## src/rtl/sub_pkg.sv

```systemverilog
// rtl/sub_pkg.sv - shared types and elaboration helpers for serial_subtractor_n
// Purpose: FSM state encoding, digit-count / counter-width derivation and the
// WIDTH-divisible-by-DIGIT check used by the serial subtractor.
// Ports: none (package).
package sub_pkg;

  typedef enum logic [1:0] {
    S_IDLE = 2'd0,
    S_RUN  = 2'd1,
    S_NEG  = 2'd2,
    S_DONE = 2'd3
  } state_e;

  // Number of digit steps needed to cover the operand.
  function automatic int num_digits(input int width, input int digit);
    return (digit > 0) ? (width / digit) : 1;
  endfunction

  // Counter must index digits 0..n-1; keep at least one bit.
  function automatic int cnt_width(input int n);
    return (n <= 1) ? 1 : $clog2(n);
  endfunction

  function automatic bit digit_ok(input int width, input int digit);
    return (digit > 0) && (width > 0) && ((width % digit) == 0);
  endfunction

endpackage

```

## src/rtl/digit_sub.sv

```systemverilog
// rtl/digit_sub.sv - combinational DIGIT-bit subtractor with borrow
// Purpose: diff = x - y - bin (mod 2^DIGIT), bout = 1 when the result underflows.
// Ports: x, y [DIGIT-1:0] operands; bin borrow in; diff [DIGIT-1:0]; bout borrow out.
module digit_sub #(
  parameter int DIGIT = 2
) (
  input  logic [DIGIT-1:0] x,
  input  logic [DIGIT-1:0] y,
  input  logic             bin,
  output logic [DIGIT-1:0] diff,
  output logic             bout
);

  logic [DIGIT:0] full;

  // One extra bit captures the borrow as the sign of the widened difference.
  assign full = {1'b0, x} - {1'b0, y} - {{DIGIT{1'b0}}, bin};
  assign diff = full[DIGIT-1:0];
  assign bout = full[DIGIT];

endmodule

```

## src/rtl/serial_subtractor_n.sv

```systemverilog
// rtl/serial_subtractor_n.sv - digit-serial unsigned subtractor with valid/ready handshakes
// Purpose: accepts a, b in IDLE, subtracts DIGIT bits per cycle LSB first,
// presents d and bout in DONE until the consumer accepts.
// Option macro SERIAL_SUB_ABS_DIFF_EN: when a < b, a NEG pass negates d so d = |a - b|.
// Ports: clk, rst_n (async, active low); in_valid/in_ready, a, b [WIDTH-1:0] operand side;
//        out_valid/out_ready, d [WIDTH-1:0], bout result side.
module serial_subtractor_n
  import sub_pkg::*;
#(
  parameter int WIDTH = 6,
  parameter int DIGIT = 2
) (
  input  logic             clk,
  input  logic             rst_n,
  input  logic             in_valid,
  output logic             in_ready,
  input  logic [WIDTH-1:0] a,
  input  logic [WIDTH-1:0] b,
  output logic             out_valid,
  input  logic             out_ready,
  output logic [WIDTH-1:0] d,
  output logic             bout
);

  localparam int N  = num_digits(WIDTH, DIGIT);
  localparam int CW = cnt_width(N);
  localparam logic [CW-1:0] LAST = CW'(N - 1);

  if (!digit_ok(WIDTH, DIGIT)) begin : g_bad_digit
    $error("serial_subtractor_n: WIDTH must be a positive multiple of DIGIT");
  end

  state_e            state_q, state_d;
  logic [WIDTH-1:0]  a_q, a_d;
  logic [WIDTH-1:0]  b_q, b_d;
  logic [WIDTH-1:0]  d_q, d_d;
  logic              borrow_q, borrow_d;
  logic              bout_q, bout_d;
  logic [CW-1:0]     cnt_q, cnt_d;

  logic [DIGIT-1:0]  x_mux, y_mux, dig_diff;
  logic              dig_bout;

  // Operands are shifted right each step so the active digit is always the LSBs.
  // NEG reuses the same subtractor as 0 - d, consuming d from its LSBs.
  always_comb begin
    x_mux = a_q[DIGIT-1:0];
    y_mux = b_q[DIGIT-1:0];
    if (state_q == S_NEG) begin
      x_mux = '0;
      y_mux = d_q[DIGIT-1:0];
    end
  end

  digit_sub #(.DIGIT(DIGIT)) u_digit_sub (
    .x    (x_mux),
    .y    (y_mux),
    .bin  (borrow_q),
    .diff (dig_diff),
    .bout (dig_bout)
  );

  always_comb begin
    state_d  = state_q;
    a_d      = a_q;
    b_d      = b_q;
    d_d      = d_q;
    borrow_d = borrow_q;
    bout_d   = bout_q;
    cnt_d    = cnt_q;

    case (state_q)
      S_IDLE: begin
        if (in_valid) begin
          a_d      = a;
          b_d      = b;
          borrow_d = 1'b0;
          bout_d   = 1'b0;
          cnt_d    = '0;
          state_d  = S_RUN;
        end
      end

      S_RUN: begin
        a_d      = a_q >> DIGIT;
        b_d      = b_q >> DIGIT;
        // New digit enters at the MSB end; after N steps d is fully aligned.
        d_d      = (d_q >> DIGIT) | (WIDTH'(dig_diff) << (WIDTH - DIGIT));
        borrow_d = dig_bout;
        cnt_d    = cnt_q + CW'(1);
        if (cnt_q == LAST) begin
          bout_d   = dig_bout;
          borrow_d = 1'b0;
          cnt_d    = '0;
`ifdef SERIAL_SUB_ABS_DIFF_EN
          state_d  = dig_bout ? S_NEG : S_DONE;
`else
          state_d  = S_DONE;
`endif
        end
      end

      S_NEG: begin
        d_d      = (d_q >> DIGIT) | (WIDTH'(dig_diff) << (WIDTH - DIGIT));
        borrow_d = dig_bout;
        cnt_d    = cnt_q + CW'(1);
        if (cnt_q == LAST) begin
          borrow_d = 1'b0;
          cnt_d    = '0;
          state_d  = S_DONE;
        end
      end

      S_DONE: begin
        if (out_ready) begin
          state_d = S_IDLE;
        end
      end

      default: state_d = S_IDLE;
    endcase
  end

  always_ff @(posedge clk or negedge rst_n) begin
    if (!rst_n) begin
      state_q  <= S_IDLE;
      a_q      <= '0;
      b_q      <= '0;
      d_q      <= '0;
      borrow_q <= 1'b0;
      bout_q   <= 1'b0;
      cnt_q    <= '0;
    end else begin
      state_q  <= state_d;
      a_q      <= a_d;
      b_q      <= b_d;
      d_q      <= d_d;
      borrow_q <= borrow_d;
      bout_q   <= bout_d;
      cnt_q    <= cnt_d;
    end
  end

  assign in_ready  = (state_q == S_IDLE);
  assign out_valid = (state_q == S_DONE);
  assign d         = d_q;
  assign bout      = bout_q;

endmodule

```

## config.mk

```make
export PLATFORM = sky130hd
export DESIGN_NAME = serial_subtractor_n
export DESIGN_NICKNAME = d
export VERILOG_FILES = /design/src/rtl/sub_pkg.sv /design/src/rtl/digit_sub.sv /design/src/rtl/serial_subtractor_n.sv
export SDC_FILE = /design/constraint.sdc
export NUM_CORES = 1
export LEC_CHECK = 0
export CAP_MARGIN = 20
export CORE_MARGIN = 8
export CORE_UTILIZATION = 55
export DETAILED_ROUTE_END_ITERATION = 6
export DONT_BUFFER_PORTS = 1
export PLACE_DENSITY = 0.7
export SETUP_SLACK_MARGIN = 0.2
export SLEW_MARGIN = 20
export SYNTH_ARGS = -nofsm -noshare
export SYNTH_HDL_FRONTEND = slang
export SYNTH_SLANG_ARGS = --single-unit
```

## constraint.sdc

```tcl
create_clock -name clk -period 3.26 [get_ports clk]
set_clock_uncertainty 0.05 [all_clocks]
set_input_delay 0.652 -clock clk [delete_from_list [all_inputs] [get_ports clk]]
set_output_delay 0.652 -clock clk [all_outputs]
set_load 0.01 [all_outputs]
```

==> run metrics <==
outcome=finished clean; Worst Reg-to-Reg Cells=7; Die Y=63.2 µm; share of cells above drive strength 1=12.3%; global-route wire length before repair=4000 µm; maxcap violations=0; clock buffer depth=2; Critical Path Sink Type=flop; Final Setup Violations=0; gr ovfl total=0; initial drt markers=26; RSZ-0062 raised after global routing=false; Pwr per Cell Area=989 mW/mm²; share of the yosys chip area belonging to registers=49.0%; total track usage=12.0%; Leakage=0.597 nW; post-CTS sizing=0; Slew headroom=46.7%; pre-CTS WS=0.824 ns; DR DRC count=0; Ports=25; Setup Total Neg Slack=0 ns; post-detail-place hpwl=1770 µm; Distinct cells, synth=21; Starting Density=57.0%; startpoint types=flop; Pins Over Slew Limit=0; Layout Nets=138; maximum vdd drop=506 µV; Max Fanout on Critical Path=4; f_max=402 MHz; worst endpoint required time=3.48 ns; Layout area overhead=6.64%; yosys warns=0; routability congestion estimate=0.774; Die ar.=0.00399 mm²; Worst Path Arrival=2.71 ns; CP Class=reg -> reg; port bufs=0; Antenna diodes=0; Slew @ Worst Pin=0.784 ns; Fill cells=186; Synth top area share=49.0%; Via density=5.83; WL per Instance=16.8 µm; syn nets=136; Worst Hold Class=in -> async; Post-Route WL=2390 µm; floorplan row count=17; Synth Area per Inst=10.8 µm²; clk slew on worst S/H paths=0.14 ns; synthesized area=0.00122 mm²; crit share post-route=76.3%; Yosys reg bits=24; clock root buffer=clkbuf_4; top cells by area, synth=dfrtp_1 49%, mux2i_1 9.8%, o21ai_0 5.7%; core area=0.00215 mm²; die width=63.2 µm; total CTS buffers=3; clock tree sinks=24; Clk Latency, worst-skew pair=0.32 ns; Synth area leader=dfrtp_1; final antenna-violating net count=0; number of global-route vias before repair=846; Final WS setup=0.774 ns; pin count of the biggest net entering global routing=25; via count=828; post-layout min period=2.49 ns; Initial DRT Pass Iterations=6; initial antenna violation count=0; Max H-tree Level=1; CTS tree=done; Fin. Hold Viols=0; Mapped Cells=113
==> layout by cell type, fill, tap and decap left out <==
cell type,netlist,layout
bufinv_16,0,1
o21ai_0,14,14
fa_1,2,2
o32a_1,1,1
buf_2,3,1
o31ai_1,1,1
nand2_1,17,17
mux2_2,6,6
ha_1,5,5
inv_1,3,3
or4b_1,1,1
nor3_1,1,1
buf_4,0,2
mux2i_1,12,12
a211oi_1,1,1
clkbuf_4,0,3
mux2i_2,1,1
a31oi_1,4,4
dfrtp_1,24,24
nor2b_1,8,8
nand2b_1,3,3
nand3_1,3,3
==> flip-flops by register name (all words and copies together), names as in the netlist <==
name      flops
state_q       2
cnt_q         2
a_q           6
borrow_q      1
b_q           6
d             6
bout          1
==> cells by family (layout without fill, tap and decap cells) <==
| family | count (synthesis) | after routing | share of synthesized area, % |
|---|---|---|---|
| and+or+nand+nor | 33 | 33 | 13.3 |
| DFF | 24 | 24 | 49.0 |
| AOI/OAI and AO/OA | 21 | 21 | 9.81 |
| muxes | 19 | 19 | 16.4 |
| buffers and inverters | 9 | 10 | 3.06 |
| adders and majority gates | 7 | 7 | 8.38 |
==> final timing paths <==
| kind | slack, ns | to | from |
|---|---|---|---|
| worst max-delay path | 0.77 | bout | state_q[0] |
| worst min-delay path | 0.23 | bout | rst_n |
| worst max register to register | 0.77 | bout | state_q[0] |
| worst min register to register | 0.45 | a_q[1] | a_q[1] |
| max in group asynchronous | 2.57 | a_q[4] | rst_n |
| min in group clk | 0.45 | a_q[1] | a_q[1] |
==> stage by stage <==
stage | util [%] | total power [mW] | std cells | hold WS (ns) | instance area, µm²
2_1_floorplan | - | 0.955 | 113 | 0.306 | 1220
3_3_place_gp | 58.1 | 1.05 | 137 | 0.307 | 1250
3_5_place_dp | 58.1 | 1.08 | 137 | 0.307 | 1250
4_1_cts | 61.0 | 1.31 | 142 | 0.453 | 1310
5_1_grt | 60.8 | 1.39 | 142 | 0.255 | 1310
6_report | 60.8 | 1.29 | 142 | 0.233 | 1310
==> synthesized netlist by cell type (all sizes together) <==
cell type	number
dfrtp	24
nand2	17
o21ai	14
mux2i	13
nor2b	8
mux2	6
ha	5
a31oi	4
buf	4
inv	3
nand2b	3
nand3	3
clkbuf	2
fa	2
a211oi	1
nor3	1
o31ai	1
o32a	1
or4b	1
==> report_power, final <==
group | internal (mW) | total [mW] | switching, mW
sequential | 0.416 | 0.523 | 0.107
clock | 0.124 | 0.218 | 0.0939
combinational | 0.261 | 0.551 | 0.289
total | 0.802 | 1.29 | 0.490
==> worst max-delay path: stages (launching register included) <==
cell and delay, ns:
dfrtp_1 0.44, inv_1 0.13, ha_1 0.27, mux2i_1 0.13, fa_1 0.42, fa_1 0.39, or4b_1 0.52, nand3_1 0.09
==> cell type report <==
cell class | instances | area (µm²) | area share [%]
inverters | 3 | 11.3 | 0.862
clock buffers | 3 | 22.5 | 1.72
well taps | 28 | 35.0 | 2.68
repair buffers | 3 | 20.0 | 1.53
flip-flops and latches | 24 | 601 | 46.0
multi-input cells | 80 | 587 | 44.9
clock inverters | 1 | 30.0 | 2.30
==> metal layers <==
layer  up-vias  part of all wire, %  GRT usage (%)
met5         -                    0              0
met4         0                  1.1           3.34
met3         4                  4.9           3.53
met2        18                   49           19.8
met1       412                   44           14.8
li1        394                    -              -
==> what timing repair did <==
item                                   in CTS  in global routing
endpoints found under the hold margin      24                  0
hold buffers                                1                  0
setup buffers                               0                  0
Power figures use the tool's default switching activity.
